===== src/rtl/mix_tx_unit_pkg.sv =====
// Shared constants, unit numbers and FSM encoding for the MIX serial transmit unit.
// Latency: n/a (declarations only).
// Backpressure: n/a.
package mix_tx_unit_pkg;

  localparam int MIX_CHAR_BITS  = 6;
  localparam int CHARS_PER_WORD = 5;

  // MIX device numbers with a fixed block length
  localparam logic [5:0] UNIT_CARD_READER = 6'd16;
  localparam logic [5:0] UNIT_CARD_PUNCH  = 6'd17;
  localparam logic [5:0] UNIT_PRINTER     = 6'd18;

  localparam logic [7:0] ASCII_CR = 8'h0D;
  localparam logic [7:0] ASCII_LF = 8'h0A;

  typedef enum logic [2:0] {
    ST_IDLE,
    ST_FETCH,
    ST_SEND,
    ST_EOL,
    ST_DONE
  } tx_state_e;

  // Number of words moved by one OUT to the given unit
  function automatic logic [5:0] block_words(input logic [5:0] unit,
                                             input logic [5:0] dflt);
    case (unit)
      UNIT_CARD_READER: block_words = 6'd16;
      UNIT_CARD_PUNCH:  block_words = 6'd16;
      UNIT_PRINTER:     block_words = 6'd24;
      default:          block_words = dflt;
    endcase
  endfunction

endpackage


===== src/rtl/mix_char_to_ascii.sv =====
// MIX 6-bit character code to 8-bit ASCII translation table.
// Latency: purely combinational.
// Backpressure: none.
module mix_char_to_ascii import mix_tx_unit_pkg::*; (
  input  logic [MIX_CHAR_BITS-1:0] code,
  output logic [7:0]               ascii
);

  logic [7:0] code8;

  assign code8 = 8'(code);

  // Letter and digit runs are contiguous in ASCII, so they are offset; the rest is a lookup
  always_comb begin
    ascii = 8'h3F;
    if (code == 6'd0)        ascii = 8'h20;
    else if (code <= 6'd9)   ascii = code8 + 8'h40;  // 1 -> 'A'
    else if (code == 6'd10)  ascii = 8'h7E;
    else if (code <= 6'd19)  ascii = code8 + 8'h3F;  // 11 -> 'J'
    else if (code == 6'd20)  ascii = 8'h5B;
    else if (code == 6'd21)  ascii = 8'h23;
    else if (code <= 6'd29)  ascii = code8 + 8'h3D;  // 22 -> 'S'
    else if (code <= 6'd39)  ascii = code8 + 8'h12;  // 30 -> '0'
    else begin
      case (code)
        6'd40:   ascii = 8'h2E;
        6'd41:   ascii = 8'h2C;
        6'd42:   ascii = 8'h28;
        6'd43:   ascii = 8'h29;
        6'd44:   ascii = 8'h2B;
        6'd45:   ascii = 8'h2D;
        6'd46:   ascii = 8'h2A;
        6'd47:   ascii = 8'h2F;
        6'd48:   ascii = 8'h3D;
        6'd49:   ascii = 8'h24;
        6'd50:   ascii = 8'h3C;
        6'd51:   ascii = 8'h3E;
        6'd52:   ascii = 8'h40;
        6'd53:   ascii = 8'h3B;
        6'd54:   ascii = 8'h3A;
        6'd55:   ascii = 8'h27;
        default: ascii = 8'h3F;
      endcase
    end
  end

endmodule


===== src/rtl/mix_tx_unit.sv =====
// MIX OUT device: fetches a block of words and sends each as five ASCII chars over UART 8N1.
// Latency: stop/busy one cycle after accepting start; first start bit the cycle after load.
// Backpressure: one pending OUT is queued while busy, further starts are dropped; memory waits on load.
module mix_tx_unit import mix_tx_unit_pkg::*; #(
  parameter int CLKS_PER_BIT  = 868,
  parameter int EOL           = 1,
  parameter int DEFAULT_WORDS = 14
) (
  input  logic        clk,
  input  logic        reset,
  input  logic        start,
  input  logic [5:0]  field,
  input  logic [11:0] addressin,
  output logic        stop,
  output logic        busy,
  output logic        request,
  output logic [11:0] addressout,
  input  logic        load,
  input  logic [29:0] in,
  output logic        tx
);

  localparam int              CW         = (CLKS_PER_BIT > 1) ? $clog2(CLKS_PER_BIT) : 1;
  localparam logic [CW-1:0]   BIT_LAST   = CW'(CLKS_PER_BIT - 1);
  localparam logic [5:0]      DFLT_WORDS = 6'(DEFAULT_WORDS);
  localparam logic [2:0]      CHARS_REST = 3'(CHARS_PER_WORD - 1);

  tx_state_e     state;
  logic [5:0]    words_left;
  logic [23:0]   char_shift;   // characters of the current word not yet framed
  logic [2:0]    chars_left;
  logic [8:0]    frame;        // data bits then stop bit, shifted out LSB first
  logic [3:0]    bits_left;
  logic [CW-1:0] clk_cnt;
  logic          eol_lf;

  logic          pend_vld;
  logic [5:0]    pend_field;
  logic [11:0]   pend_addr;

  logic [5:0]    map_code;
  logic [7:0]    map_ascii;
  logic          acc_go;
  logic [5:0]    acc_field;
  logic [11:0]   acc_addr;
  logic          bit_end;

  // The first character of a word is translated straight off the memory bus
  always_comb begin
    map_code = char_shift[23:18];
    if (state == ST_FETCH) map_code = in[29:24];
  end

  mix_char_to_ascii u_char_map (
    .code  (map_code),
    .ascii (map_ascii)
  );

  assign bit_end   = (clk_cnt == '0);
  assign acc_go    = pend_vld | start;
  assign acc_field = pend_vld ? pend_field : field;
  assign acc_addr  = pend_vld ? pend_addr  : addressin;

  // Command acceptance, word fetch, and UART framing in one registered FSM
  always_ff @(posedge clk) begin
    if (!reset) begin
      state      <= ST_IDLE;
      stop       <= 1'b0;
      busy       <= 1'b0;
      request    <= 1'b0;
      addressout <= 12'd0;
      tx         <= 1'b1;
      words_left <= 6'd0;
      char_shift <= 24'd0;
      chars_left <= 3'd0;
      frame      <= 9'h1FF;
      bits_left  <= 4'd0;
      clk_cnt    <= '0;
      eol_lf     <= 1'b0;
      pend_vld   <= 1'b0;
      pend_field <= 6'd0;
      pend_addr  <= 12'd0;
    end else begin
      stop <= 1'b0;

      if (start && (state != ST_IDLE) && !pend_vld) begin
        pend_vld   <= 1'b1;
        pend_field <= field;
        pend_addr  <= addressin;
      end

      case (state)
        ST_IDLE: begin
          if (acc_go) begin
            state      <= ST_FETCH;
            busy       <= 1'b1;
            stop       <= 1'b1;
            request    <= 1'b1;
            addressout <= acc_addr;
            words_left <= block_words(acc_field, DFLT_WORDS);
            // Pending OUT consumed; a simultaneous start refills the slot
            if (pend_vld) begin
              pend_vld   <= start;
              pend_field <= field;
              pend_addr  <= addressin;
            end
          end
        end

        ST_FETCH: begin
          if (load) begin
            state      <= ST_SEND;
            request    <= 1'b0;
            char_shift <= in[23:0];
            chars_left <= CHARS_REST;
            tx         <= 1'b0;
            frame      <= {1'b1, map_ascii};
            bits_left  <= 4'd9;
            clk_cnt    <= BIT_LAST;
          end
        end

        ST_SEND, ST_EOL: begin
          if (!bit_end) begin
            clk_cnt <= clk_cnt - 1'b1;
          end else if (bits_left != 4'd0) begin
            tx        <= frame[0];
            frame     <= {1'b1, frame[8:1]};
            bits_left <= bits_left - 1'b1;
            clk_cnt   <= BIT_LAST;
          end else if ((state == ST_SEND) && (chars_left != 3'd0)) begin
            char_shift <= {char_shift[17:0], 6'd0};
            chars_left <= chars_left - 1'b1;
            tx         <= 1'b0;
            frame      <= {1'b1, map_ascii};
            bits_left  <= 4'd9;
            clk_cnt    <= BIT_LAST;
          end else if (state == ST_SEND) begin
            addressout <= addressout + 1'b1;
            words_left <= words_left - 1'b1;
            if (words_left != 6'd1) begin
              state   <= ST_FETCH;
              request <= 1'b1;
            end else if (EOL != 0) begin
              state     <= ST_EOL;
              eol_lf    <= 1'b0;
              tx        <= 1'b0;
              frame     <= {1'b1, ASCII_CR};
              bits_left <= 4'd9;
              clk_cnt   <= BIT_LAST;
            end else begin
              state <= ST_DONE;
              busy  <= 1'b0;
            end
          end else if (!eol_lf) begin
            eol_lf    <= 1'b1;
            tx        <= 1'b0;
            frame     <= {1'b1, ASCII_LF};
            bits_left <= 4'd9;
            clk_cnt   <= BIT_LAST;
          end else begin
            state <= ST_DONE;
            busy  <= 1'b0;
          end
        end

        ST_DONE: state <= ST_IDLE;

        default: state <= ST_IDLE;
      endcase
    end
  end

endmodule

===== config.mk =====
export PLATFORM = sky130hd
export DESIGN_NAME = mix_tx_unit
export DESIGN_NICKNAME = d
export VERILOG_FILES = /design/src/rtl/mix_tx_unit_pkg.sv /design/src/rtl/mix_char_to_ascii.sv /design/src/rtl/mix_tx_unit.sv
export SDC_FILE = /design/constraint.sdc
export NUM_CORES = 1
export LEC_CHECK = 0
export ABC_AREA = 1
export ABC_CLOCK_PERIOD_IN_PS = 2800
export BUFFER_PORTS_ARGS = -buffer_cell sky130_fd_sc_hd__buf_2
export CORE_AREA = 2 2 99 101
export CTS_CLUSTER_DIAMETER = 40
export DETAILED_ROUTE_END_ITERATION = 8
export DIE_AREA = 0 0 101 103
export PLACE_DENSITY_LB_ADDON = 0.08
export REMOVE_ABC_BUFFERS = 1
export SYNTH_ARGS = -nofsm -noshare
export SYNTH_HDL_FRONTEND = slang
export SYNTH_SLANG_ARGS = --single-unit

===== constraint.sdc =====
create_clock -name clk -period 2.8 [get_ports clk]
set_input_delay 0.84 -clock clk [delete_from_list [all_inputs] [get_ports clk]]
set_output_delay 0.84 -clock clk [all_outputs]
set_load 0.01 [all_outputs]

# Word-level counts from Yosys, hierarchy flattened
# Memories as Yosys holds them, arrays and structs flattened.
# Index checks and enable logic that the tools add are counted.
# totals
out_inout_bits	16
mem_bits_ro	448
inputBits	52
elab_cells	185
regBits	95
mem_count	1
# classes
n_addsub	9
n_eq_ne	26
magnitude_cmp	4
bitwise	3
n_reduce_logical	24
n_mux	102
# mem_list
memory	depth	width	read_ports	rd_ports_with_merged_regs	write_ports	line_no	source
(name not given)	64	7	1	0	0	mix_char_to_ascii.sv:25	case (code)
# ops
op	count
12-bit two-way mux	10
24-bit two-way mux	4
10-bit two-way mux	7
6-bit two-way mux	11
8-bit two-way mux	8
9-bit two-way mux	7
24-bit one-hot mux with 2 select lines	1
3-bit two-way mux	11
6-bit by 5-bit == test with 1-bit output (second input constant)	5
4-bit two-way mux	7
1-bit two-way mux	24
12-bit one-hot mux with 2 select lines	1
2-bit != test (second input constant)	11
10-bit one-hot mux with 2 select lines	1
9-bit one-hot mux with 2 select lines	1
5-bit AND reduction	3
6-bit by 6-bit adder with 7-bit output (second input constant)	2
12-bit by 1-bit adder with 12-bit output (second input constant)	1
6-bit by 5-bit less-or-equal comparator with 1-bit output (second input constant)	2
6-bit != test (second input constant)	2
6-bit one-hot mux with 2 select lines	1
6-bit AND reduction	2
10-bit logical NOT	1
5-bit != test (second input constant)	2
other kinds (34)	43

# Longest topological paths before layout
# Gate-level depths: netlist (run 1).
# depth
depth_word	15
depth_mapped	20
depth_no_buf	19

# By module
# Synthesis (run 1) repeated with hierarchy kept, for this count alone.
# unflattened
cells_unflattened	924
hier_area_um2	5814.3
# modules_own_cells
module	area_each_um2	cells_each	seq_area_each_um2	n_inst
mix_tx_unit	4991.0	778	1881.8	1
mix_char_to_ascii	823.3	146	0.0	1

# Least setup slack after synthesis (run 1)
# No wires, ideal clock.
# synth_timing
path_type	input-to-reg
from	input in[26]
to	register frame[3]
path_slack_ns	0.699
path_buffers	0
path_stages	18
setup_time_ns	0.059
arrival_ns	2.042
t_required_ns	2.741
cell_sequence	inv_1 nand3_1 nand2_2 inv_2 ha_1 inv_1 nor2_1 o21ai_0 nand2_1 nand2_1 nand2_1 nand2_1 nand2_1 nand2_1 nand2_1 nand2_1 nand2_1 nand2_1
# synth_via
elab_chain_cells	14
elab_cells_between_ends	27
classes_between	add/sub: 4; order compare: 4; eq/ne: 3; mux: 14; reduce/logical: 1; memory: 1
# synth_lines
item	line_no	source
start: declaration	mix_tx_unit.sv:19	input logic [29:0] in,
6-bit two-way mux (*)	mix_tx_unit.sv:51	if (state == ST_FETCH) map_code = in[29:24];
memory read 64 x 7 bit (tied with other cells)	n/a	
8-bit two-way mux	mix_char_to_ascii.sv:23	else if (code <= 6'd39) ascii = code8 + 8'h12;
8-bit two-way mux	mix_char_to_ascii.sv:22	else if (code <= 6'd29) ascii = code8 + 8'h3D;
8-bit two-way mux	mix_char_to_ascii.sv:21	else if (code == 6'd21) ascii = 8'h23;
8-bit two-way mux	mix_char_to_ascii.sv:20	else if (code == 6'd20) ascii = 8'h5B;
8-bit two-way mux	mix_char_to_ascii.sv:19	else if (code <= 6'd19) ascii = code8 + 8'h3F;
8-bit two-way mux	mix_char_to_ascii.sv:18	else if (code == 6'd10) ascii = 8'h7E;
8-bit two-way mux	mix_char_to_ascii.sv:17	else if (code <= 6'd9) ascii = code8 + 8'h40;
8-bit two-way mux (*)	mix_char_to_ascii.sv:16	if (code == 6'd0) ascii = 8'h20;
9-bit two-way mux	mix_tx_unit.sv:131	end else if ((state == ST_SEND) && (chars_left != 3'd0)) begin
9-bit two-way mux	mix_tx_unit.sv:126	end else if (bits_left != 4'd0) begin
9-bit two-way mux	mix_tx_unit.sv:124	if (!bit_end) begin
9-bit one-hot mux with 2 select lines (*)	mix_tx_unit.sv:92	case (state)
end signal: assignment	mix_tx_unit.sv:128	frame <= {1'b1, frame[8:1]};
end signal: assignment	mix_tx_unit.sv:135	frame <= {1'b1, map_ascii};
end signal: assignment	mix_tx_unit.sv:148	frame <= {1'b1, ASCII_CR};
end: declaration	mix_tx_unit.sv:32	logic [8:0] frame;
# Every way passes the cells marked *; elsewhere a longest branch is shown, timed or not. The select of a mux whose other input is x is not followed.
# A chain may end at the register's enable or synchronous reset.

# Worst setup path after layout (run 1)
# layout_timing
from	register clk_cnt[0]
to	register chars_left[1]
# layout_via
elab_chain_cells	3
# layout_lines
item	line_no	source
start: declaration	mix_tx_unit.sv:34	logic [CW-1:0] clk_cnt;
start signal: assignment	mix_tx_unit.sv:125	clk_cnt <= clk_cnt - 1'b1;
10-bit logical NOT	mix_tx_unit.sv:59	assign bit_end = (clk_cnt == '0);
2-bit != test (no line)	n/a	
5-bit AND reduction (no line)	n/a	
end signal: assignment	mix_tx_unit.sv:133	chars_left <= chars_left - 1'b1;
end: declaration	mix_tx_unit.sv:31	logic [2:0] chars_left;
# No other way between the ends.

==> impl_metrics.toml, run 1 <==
[worst_setup_path]
reg2reg_slack_ns = 0.34
critPathLaunchType = "register"
critical_path_required_ns = 3.10
path_class = "reg -> reg"
path_max_fanout = 40
arrival_ns = 2.76
critPathCaptureType = "register"

[pwr]
power_density_nw_per_um2 = 1230
peakVddDrop_mv = 0.538
static-leakage-power_nw = 2.66
finalPower_w = 0.00717

[clock_tree]
cts_tree = "built"
cts.htree.levels = 3
cts_max_path_buffers = 2
clk_pin_slew_ns = 0.09
post_cts_buffers = 0
clk_latency_ns = 0.36
cts-root-buf = "clkbuf_8"
hold_buffers = 0
cts_num_sinks = 94
cts_made_buffers = 9

[sta]
setup_ws_ns = 0.336
finalCriticalPeriod_ns = 2.46
fmax_mhz = 406
hold_slack_ns = 0.453
slew_viol_final = 0
finalSetupViolations = 0
rsz0062_at_grt = "false"
relSlewSlack = 0.644
skew_ns = 0.0129
finalHoldViolations = 0
layout_worst_path_cycle_share = 0.880
worst_pin_slew_ns = 0.532

[die]
initial_utilization = 0.554
row_count = 36
die_h_um = 103
dieArea_sq_um = 10400
die_x_um = 101
core_sq_um = 9460
io_pins = 68

[route]
drc = 0
final_antenna_net_count = 0
num_vias = 5148
wl_met1_um = 5740
drtPass1Iterations = 7
first_iter_violations = 272
wl_per_cell_um = 13.3
top_layer = "met4"
wl_met2_um = 5900
vias_per_cell = 5.44
drt-total-wl_um = 12600
wl_met3_um = 744

[synthesis]
yosys_register_bits = 94
ys_seq_area_frac = 0.359
synth.distinct_cells = 48
syn-cell-area_sq_um = 5250
async_reset_ff_frac = 0
synth_edf_count = 0
ys.flop_type = "dfxtp_1"
synth_cells = 774
syn-mean-instance-area_sq_um = 6.78
yosysWarnings = 0

[cells_and_area]
syn_to_final_growth_pct = 11.1
final_cell_mix = "174 x nand2_1, 94 x dfxtp_1, 80 x inv_1"
layout-drive-gt1-share = 0.154
fin_area_sq_um = 5830
final_cells = 947
final_common_cell = "nand2_1"
n_antenna_cell = 0
nets = 891

[run]
maxCapViolations = 0

[place]
dp_cells = 932
dp_hpwl_um = 9100
gp_congestion = 0.915
place_ws_ns = 0.269
portBuffers = 67
dpl_cell_area_sq_um = 5640

[status]
status = "completed"

[hold_path]
hold_class = "reg -> reg"

[global_routing]
antenna_found_initial = 0
grt_pass1_vias = 4784
grt_max_degree = 41
grt_use_total = 0.255
overflow = 0
grt_pass1_wl_um = 21600
[layout make-up]
type | count | area [sq um]
inverters | 89 | 342
repair buffers | 77 | 423
well taps | 114 | 143
flip-flops and latches | 94 | 1880
fillers | 888 | 3630
clock inverters | 5 | 60.1
clock buffers | 10 | 128
multi-input cells | 558 | 2850
[sequential cells by signal (all words and copies together) (netlist names), 3 cells and up]
register and cells:
words_left 6, pend_addr 12, state 3, bits_left 4
clk_cnt 10, frame 8, chars_left 3, addressout 12
pend_field 6, char_shift 24
[what timing repair did]
action                     CTS  global route
resized for setup            0             1
setup endpoints to repair    0             1
hold endpoints to repair     0             0
[cell usage after synthesis (all sizes together), types with 4 or more instances]
library cell | number | area share
buf | 9 | 0.016
dfxtp | 94 | 0.36
a211oi | 6 | 0.010
o211ai | 9 | 0.013
nor2 | 74 | 0.061
ha | 10 | 0.024
nand2 | 185 | 0.14
a31oi | 25 | 0.030
nand3 | 37 | 0.036
inv | 89 | 0.065
nand3b | 4 | 0.0057
a22oi | 7 | 0.010
xnor2 | 4 | 0.0067
o21ai | 92 | 0.089
xor2 | 8 | 0.013
nor3 | 11 | 0.011
clkbuf | 24 | 0.017
a21oi | 71 | 0.071
[layer usage]
layer / up-vias / track usage
li1: 2673 / -
met1: 2311 / 0.334
met2: 144 / 0.430
met3: 20 / 0.0475
met4: 0 / 0.0748
met5: - / 0
[critical path: stages, from the launching register on]
cell and delay (ns):
dfxtp_1 0.33, inv_1 0.10, ha_1 0.21, nand4_1 0.14, nor2_2 0.15, nand2_1 0.14, nor2_4 0.14, nor2_1 0.08
inv_1 0.11, nand2_4 0.14, inv_4 0.14, nand2_4 0.11, inv_6 0.25, nand2_1 0.11, nor2_1 0.11, a21oi_1 0.05
nor2_1 0.08
[per-stage QoR]
stage	setup TNS [ns]	utilization
3_5_place_dp	0	0.596
5_1_grt	0	0.616
6_report	0	0.616
3_3_place_gp	0	0.596
4_1_cts	0	0.616
2_1_floorplan	-0.0424	-
[report_power, final]
group | switching (W) | total, W | internal [W]
Combinational | 0.00277 | 0.00415 | 0.00138
Sequential | 0.000321 | 0.00214 | 0.00182
Clock | 0.000470 | 0.000881 | 0.000412
[cell families (layout without fill, tap and decap cells)]
logic type,after synthesis,after routing,share of synthesized area
compound gates,218,218,0.235
xor+xnor,12,12,0.0200
fa+ha+maj,10,10,0.0239
buf+inv,122,181,0.0973
flops,94,94,0.359
simple gates,318,318,0.265
[worst paths after layout]
check	from	to	cells past startpoint
max	clk_cnt[0]$_SDFFE_PN0P_	chars_left[1]$_SDFFE_PN0P_	16
min	clk_cnt[0]$_SDFFE_PN0P_	clk_cnt[0]$_SDFFE_PN0P_	1
max reg2reg	clk_cnt[0]$_SDFFE_PN0P_	chars_left[1]$_SDFFE_PN0P_	16
min reg2reg	clk_cnt[0]$_SDFFE_PN0P_	clk_cnt[0]$_SDFFE_PN0P_	1
(Power assumes the default switching activity.)
==> inputs of run 2 (changes only) <==
==> constraint.sdc (replaced) <==
create_clock -name clk -period 2.8 [get_ports clk]
set_input_delay 0 -clock clk [delete_from_list [all_inputs] [get_ports clk]]
set_output_delay 0 -clock clk [all_outputs]
set_load 0.01 [all_outputs]
==> run 2 against run 1 <==
Design area rose by 8.1%; combinational power is 5.1% higher; clock-buffer cell count down 1; via count increased by 6.8%; first-iteration DRC count increased by 26%; power is 3.9% higher; routed wire length up 9.1%; die area unchanged; clock power grew 8.2%; sequential cell count unchanged; sequential share of layout area fell by 2.4 points; setup slack got worse by 0.044 ns; critical path type unchanged; largest power group unchanged.
==> impl_metrics.toml, run 2 (synthesized netlist as in run 1, its figures left out) <==
[status]
status = "completed"

[route]
final_antenna_net_count = 0
num_vias = 5499
drtPass1Iterations = 5
vias_per_cell = 5.53
drt-total-wl_um = 13800
first_iter_violations = 343
drc = 0
wl_per_cell_um = 13.9

[worst_setup_path]
cp_slowest_stage_delay_ns = 0.33
path_class = "reg -> reg"
arrival_ns = 2.80
critPathCaptureType = "register"
path_max_fanout = 14
critPathLaunchType = "register"
r2r-start = "clk_cnt[0]$_SDFFE_PN0P_"
path_cells = "inv_1, ha_1, nand4_1, nor2_2, nand2_1, nor2_4, nor2_1, a21oi_1, nand3_1, nor2_4, buf_4, o21ai_0, a21oi_1"
reg2reg_slack_ns = 0.29
reg2regPathDepth = 13
slowest_stage = "dfxtp_1"
worstReg2RegEnd = "addressout[9]$_SDFFE_PN0P_"
critical_path_required_ns = 3.10

[global_routing]
grt_max_degree = 61
grt_use_total = 0.277
antenna_found_initial = 0
grt_pass1_vias = 5210
overflow = 0
grt_pass1_wl_um = 23200

[hold_path]
hold_class = "in -> reg"
min_path_cells = 5
min_to = "state[2]$_SDFFE_PN0P_"
min_from = "load"

[clock_tree]
clk_latency_ns = 0.38
cts_max_path_buffers = 2
clk_pin_slew_ns = 0.10
cts-root-buf = "clkbuf_8"
cts.htree.levels = 3
cts_num_sinks = 94
cts_tree = "built"
cts_made_buffers = 9

[sta]
rsz0062_at_grt = "false"
slew_viol_final = 0
fmax_mhz = 399
setup_ws_ns = 0.292
finalHoldViolations = 0
layout_worst_path_cycle_share = 0.896
relSlewSlack = 0.368
finalCriticalPeriod_ns = 2.51
worst_pin_slew_ns = 0.946
skew_ns = 0.0120
finalSetupViolations = 0

[pwr]
peakVddDrop_mv = 0.501
power_density_nw_per_um2 = 1180
switchingPower_w = 0.00371
power.share.combinational = 0.585
static-leakage-power_nw = 2.87
clockPowerShare = 0.128
p_seq_frac = 0.287
switching_share = 0.498
p_int_w = 0.00374

[place]
gp_congestion = 0.988
dp_cells = 930
dp_hpwl_um = 9240
place_ws_ns = 0.222
portBuffers = 67

[run]
maxCapViolations = 0

[cells_and_area]
seqCellArea_sq_um = 1880
n_antenna_cell = 0
layout-drive-gt1-share = 0.151
final_cells = 994
largestRegisters = "char_shift x24, addressout x12, pend_addr x12"
multi_input_area_sq_um = 2850
nets = 937
largest-register = "char_shift"
syn_to_final_growth_pct = 20.2
final_common_cell = "nand2_1"
largest_reg_flops = 24
fillers = 846
final_cell_mix = "174 x nand2_1, 94 x dfxtp_1, 80 x inv_1"

[die]
dieArea_sq_um = 10400
initial_utilization = 0.554
io_pins = 68
core_sq_um = 9460
die_x_um = 101
row_count = 36
die_h_um = 103
-- run 2: changes by cell type in the layout (fill, tap and decap cells not counted), sizes merged --
cell         before  now
dlygate4sd3       0   43
buf              77   80
clkbuf           10    9
clkinvlp          1    2
clkinv            2    1
inv              90   92
-- run 2: metal layers --
metal,part of all wire,track usage,up-vias
li1,-,-,2770
met1,0.45,0.349,2539
met2,0.49,0.469,170
met3,0.048,0.0508,20
met4,0.018,0.116,0
met5,0,0,-
-- run 2: critical path, delay by kind of cell, from the launching register on --
family / cells / cell delay (ns)
AND/OR/NAND/NOR: 7 / 1.07
adder cells (fa/ha/maj): 1 / 0.20
AO/OA/AOI/OAI: 3 / 0.51
flip-flops: 1 / 0.33
buffers and inverters: 2 / 0.31
-- run 2: cell type report --
type | instances | area share
multi-input cells | 558 | 0.453
repair buffers | 123 | 0.139
clock buffers | 9 | 0.0197
inverters | 89 | 0.0546
flip-flops and latches | 94 | 0.299
clock inverters | 7 | 0.0129
well taps | 114 | 0.0226
-- run 2: through the flow --
stage | total power (W) | hold WS (ns) | util | setup TNS, ns | area [sq um]
global route | 0.00816 | 0.118 | 0.666 | 0 | 6300
CTS | 0.00728 | 0.0860 | 0.660 | 0 | 6250
finish | 0.00745 | 0.106 | 0.666 | 0 | 6300
detailed placement | 0.00626 | 0.252 | 0.593 | 0 | 5610
floorplan | 0.00516 | 0.127 | - | -0.0424 | 5070
global placement | 0.00614 | 0.247 | 0.593 | 0 | 5610
-- run 2: worst max path at each step --
stage / startpoint / endpoint / slack, ns / depth (start not counted)
floorplan: state[0]$_SDFFE_PN0P_ / chars_left[1]$_SDFFE_PN0P_ / -0.04 / 16
global placement: clk_cnt[0]$_SDFFE_PN0P_ / frame[5]$_SDFFE_PN1P_ / 0.29 / 13
detailed placement: clk_cnt[0]$_SDFFE_PN0P_ / addressout[4]$_SDFFE_PN0P_ / 0.22 / 13
CTS: clk_cnt[0]$_SDFFE_PN0P_ / addressout[9]$_SDFFE_PN0P_ / 0.13 / 13
global route: clk_cnt[0]$_SDFFE_PN0P_ / chars_left[1]$_SDFFE_PN0P_ / 0.03 / 16
finish: clk_cnt[0]$_SDFFE_PN0P_ / addressout[9]$_SDFFE_PN0P_ / 0.29 / 13
-- run 2: what timing repair did --
item / 4_1_cts / 5_1_grt
endpoints found under the hold margin: 43 / 0
hold buffers: 43 / 0
resized for setup: 0 / 2
endpoints found under the setup margin: 0 / 32
buffers inserted: 0 / 5
-- run 2: power by group through the flow --
| stage | clock (W) | sequential [W] | combinational, W |
|---|---|---|---|
| 2_1_floorplan | 0 | 0.00214 | 0.00302 |
| 3_3_place_gp | 0 | 0.00215 | 0.00400 |
| 3_5_place_dp | 0 | 0.00216 | 0.00410 |
| 4_1_cts | 0.000968 | 0.00213 | 0.00417 |
| 5_1_grt | 0.00103 | 0.00220 | 0.00492 |
| 6_report | 0.000953 | 0.00214 | 0.00436 |
==> inputs of run 3 (changes only) <==
--- a/config.mk
+++ b/config.mk
@@ -5,14 +5,14 @@
 export SDC_FILE = /design/constraint.sdc
 export NUM_CORES = 1
 export LEC_CHECK = 0
-export ABC_AREA = 1
 export ABC_CLOCK_PERIOD_IN_PS = 2800
 export BUFFER_PORTS_ARGS = -buffer_cell sky130_fd_sc_hd__buf_2
-export CORE_AREA = 2 2 99 101
+export CORE_AREA = 2 2 104 106
 export CTS_CLUSTER_DIAMETER = 40
 export DETAILED_ROUTE_END_ITERATION = 8
-export DIE_AREA = 0 0 101 103
+export DIE_AREA = 0 0 106 108
 export PLACE_DENSITY_LB_ADDON = 0.08
+export RECOVER_POWER = 25
 export REMOVE_ABC_BUFFERS = 1
 export SYNTH_ARGS = -nofsm -noshare
 export SYNTH_HDL_FRONTEND = slang
==> run 3 against run 2 <==
Area after synthesis up 13%; non-clock buffer count up 15; maximum frequency is 0.27% lower; clock-buffer cell count increased by 3.
==> impl_metrics.toml, run 3 <==
[synthesis]
syn-mean-instance-area_sq_um = 7.47
syn-cell-area_sq_um = 5930
synth_edf_count = 0
yosys_register_bits = 94
synth_area_leaders = "dfxtp_1 32%, nor2_1 7.6%, mux2i_1 6.9%"
ys_seq_area_frac = 0.317
yosysWarnings = 0
synth_top_area_cell = "dfxtp_1"
synth_most_common_cell = "nor2_1"
async_reset_ff_frac = 0
synth_cells = 794
synth_commonest_cells = "120 x nor2_1, 94 x dfxtp_1, 91 x nand2_1"
synth_top_area_share = 0.317
ys.flop_type = "dfxtp_1"
synth.distinct_cells = 69

[run]
maxCapViolations = 0

[cells_and_area]
final_cell_mix = "119 x nor2_1, 94 x dfxtp_1, 91 x nand2_1"
final_cells = 1014
multi_input_area_sq_um = 3720
largest_reg_flops = 24
fillers = 828
largestRegisters = "char_shift x24, addressout x12, pend_addr x12"
fin_area_sq_um = 6980
utilization = 0.682
largest-register = "char_shift"
layout-drive-gt1-share = 0.123
nets = 935
seqCellArea_sq_um = 1880
syn_to_final_growth_pct = 17.6
final_common_cell = "nor2_1"

[sta]
slew_viol_final = 0
relSlewSlack = 0.341
finalSetupViolations = 0
finalCriticalPeriod_ns = 2.51
skew_ns = 0.0138
finalHoldViolations = 0
setup_ws_ns = 0.285
rsz0062_at_grt = "false"
worst_pin_slew_ns = 0.976
fmax_mhz = 398
layout_worst_path_cycle_share = 0.898

[global_routing]
grt_pass1_wl_um = 29000
grt_max_degree = 44
met3_usage = 0.0470
grt_use_met1 = 0.421
grt_use_total = 0.312
overflow = 0
gr-usage-met2 = 0.517
grt_pass1_vias = 5902
busiest_layer = "met2"
antenna_found_initial = 0

[worst_setup_path]
critPathLaunchType = "register"
path_max_fanout = 37
path_class = "reg -> reg"
critPathCaptureType = "register"
arrival_ns = 2.77
critical_path_required_ns = 3.06

[route]
num_vias = 6370
wl_per_cell_um = 17.4
drtPass1Iterations = 5
vias_per_cell = 6.28
drc = 0
first_iter_violations = 527
drt-total-wl_um = 17600
final_antenna_net_count = 0

[hold_path]
hold_class = "in -> reg"

[pwr]
power_density_nw_per_um2 = 584
switchingPower_w = 0.00157
p_int_w = 0.00250
p_seq_frac = 0.410
power.share.combinational = 0.387
static-leakage-power_nw = 2.60
switching_share = 0.387
peakVddDrop_mv = 0.446
clockPowerShare = 0.203

[die]
row_count = 37
core_sq_um = 10200
die_x_um = 106
dieArea_sq_um = 11400
initial_utilization = 0.580
io_pins = 68
die_h_um = 108

[clock_tree]
cts.htree.levels = 3
cts_made_buffers = 9
postCtsResizedCells = 0
clk_pin_slew_ns = 0.10
cts-root-buf = "clkbuf_8"
cts_num_sinks = 94
cts_tree = "built"
cts_max_path_buffers = 2
clk_latency_ns = 0.37

[place]
dpl_cell_area_sq_um = 6410
place_ws_ns = 0.382
dp_cells = 955
portBuffers = 67
gp_congestion = 0.959
dp_hpwl_um = 11600

[status]
status = "completed"
run 3: cell count changes in the layout (fill, tap and decap cells not counted), moves of 17 or more:
cell      previous run  this run
a311oi_1             1        27
clkbuf_1             0        19
a21oi_1             69        49
nor2_1              66       119
a31oi_1             25         7
nor3_1              10        27
nand2_1            174        91
inv_1               80        16
o21ai_1             20         0
mux2i_1              0        41
o21ai_0             71        45
run 3: stage by stage:
stage	hold slack, ns	setup TNS (ns)	power (W)
final	0.0434	0	0.00407
after CTS	0.0156	0	0.00405
after global routing	0.0379	0	0.00432
after detailed placement	0.256	0	0.00319
after global placement	0.250	0	0.00315
after floorplan	0.0718	-20.66	0.00269
run 3: worst max-delay path: stages (launching register included):
cell and delay (ns):
dfxtp_1 0.37, nor3b_4 0.31, buf_12 0.25, mux2_2 0.44, nor3_1 0.54, a221oi_1 0.14, o31a_1 0.33
run 3: final timing paths:
path,slack [ns],end,from,cells past startpoint
worst min-delay path,0.04,state[0]$_SDFFE_PN0P_,load,4
worst max register to register,0.29,frame[3]$_SDFFE_PN1P_,state[2]$_SDFFE_PN0P_,6
worst min register to register,0.47,tx$_SDFFE_PN1P_,tx$_SDFFE_PN1P_,2
worst max-delay path,0.29,frame[3]$_SDFFE_PN1P_,state[2]$_SDFFE_PN0P_,6
run 3: timing repair:
action                                 4_1_cts  5_1_grt
endpoints found under the hold margin       43        0
hold buffers                                43        0
buffers inserted                             0        0
run 3: final cells by class:
class,instances,share of cell area
clock inverters,3,0.00305
inverters,17,0.00915
multi-input cells,613,0.533
diodes,1,0.000359
well taps,136,0.0244
flip-flops and latches,94,0.270
repair buffers,138,0.140
clock buffers,12,0.0208
run 3: cells by family (layout without fill, tap and decap cells):
kind of cell | Yosys count | count (layout) | synth area share
and+or+nand+nor | 337 | 337 | 0.269
AOI/OAI and AO/OA | 201 | 201 | 0.225
DFF | 94 | 94 | 0.317
buffers and inverters | 87 | 170 | 0.0584
muxes | 48 | 48 | 0.0835
xor gates and xnor gates | 15 | 15 | 0.0221
adders and majority gates | 12 | 12 | 0.0245
other | 0 | 1 | 0
run 3: routing by layer:
layer  vias to the layer above  wire length, um
met2                       268             8420
met3                        39             1080
li1                       3034                -
met1                      3029             7790
met5                         -                0
met4                         0              324
run 3: power groups by stage:
stage                     logic [W]  registers, W  clock network, W
after global placement      0.00147       0.00168                 0
after global routing        0.00173       0.00169          0.000896
after CTS                   0.00155       0.00166          0.000836
after floorplan            0.000986       0.00170                 0
final                       0.00158       0.00167          0.000826
after detailed placement    0.00150       0.00169                 0
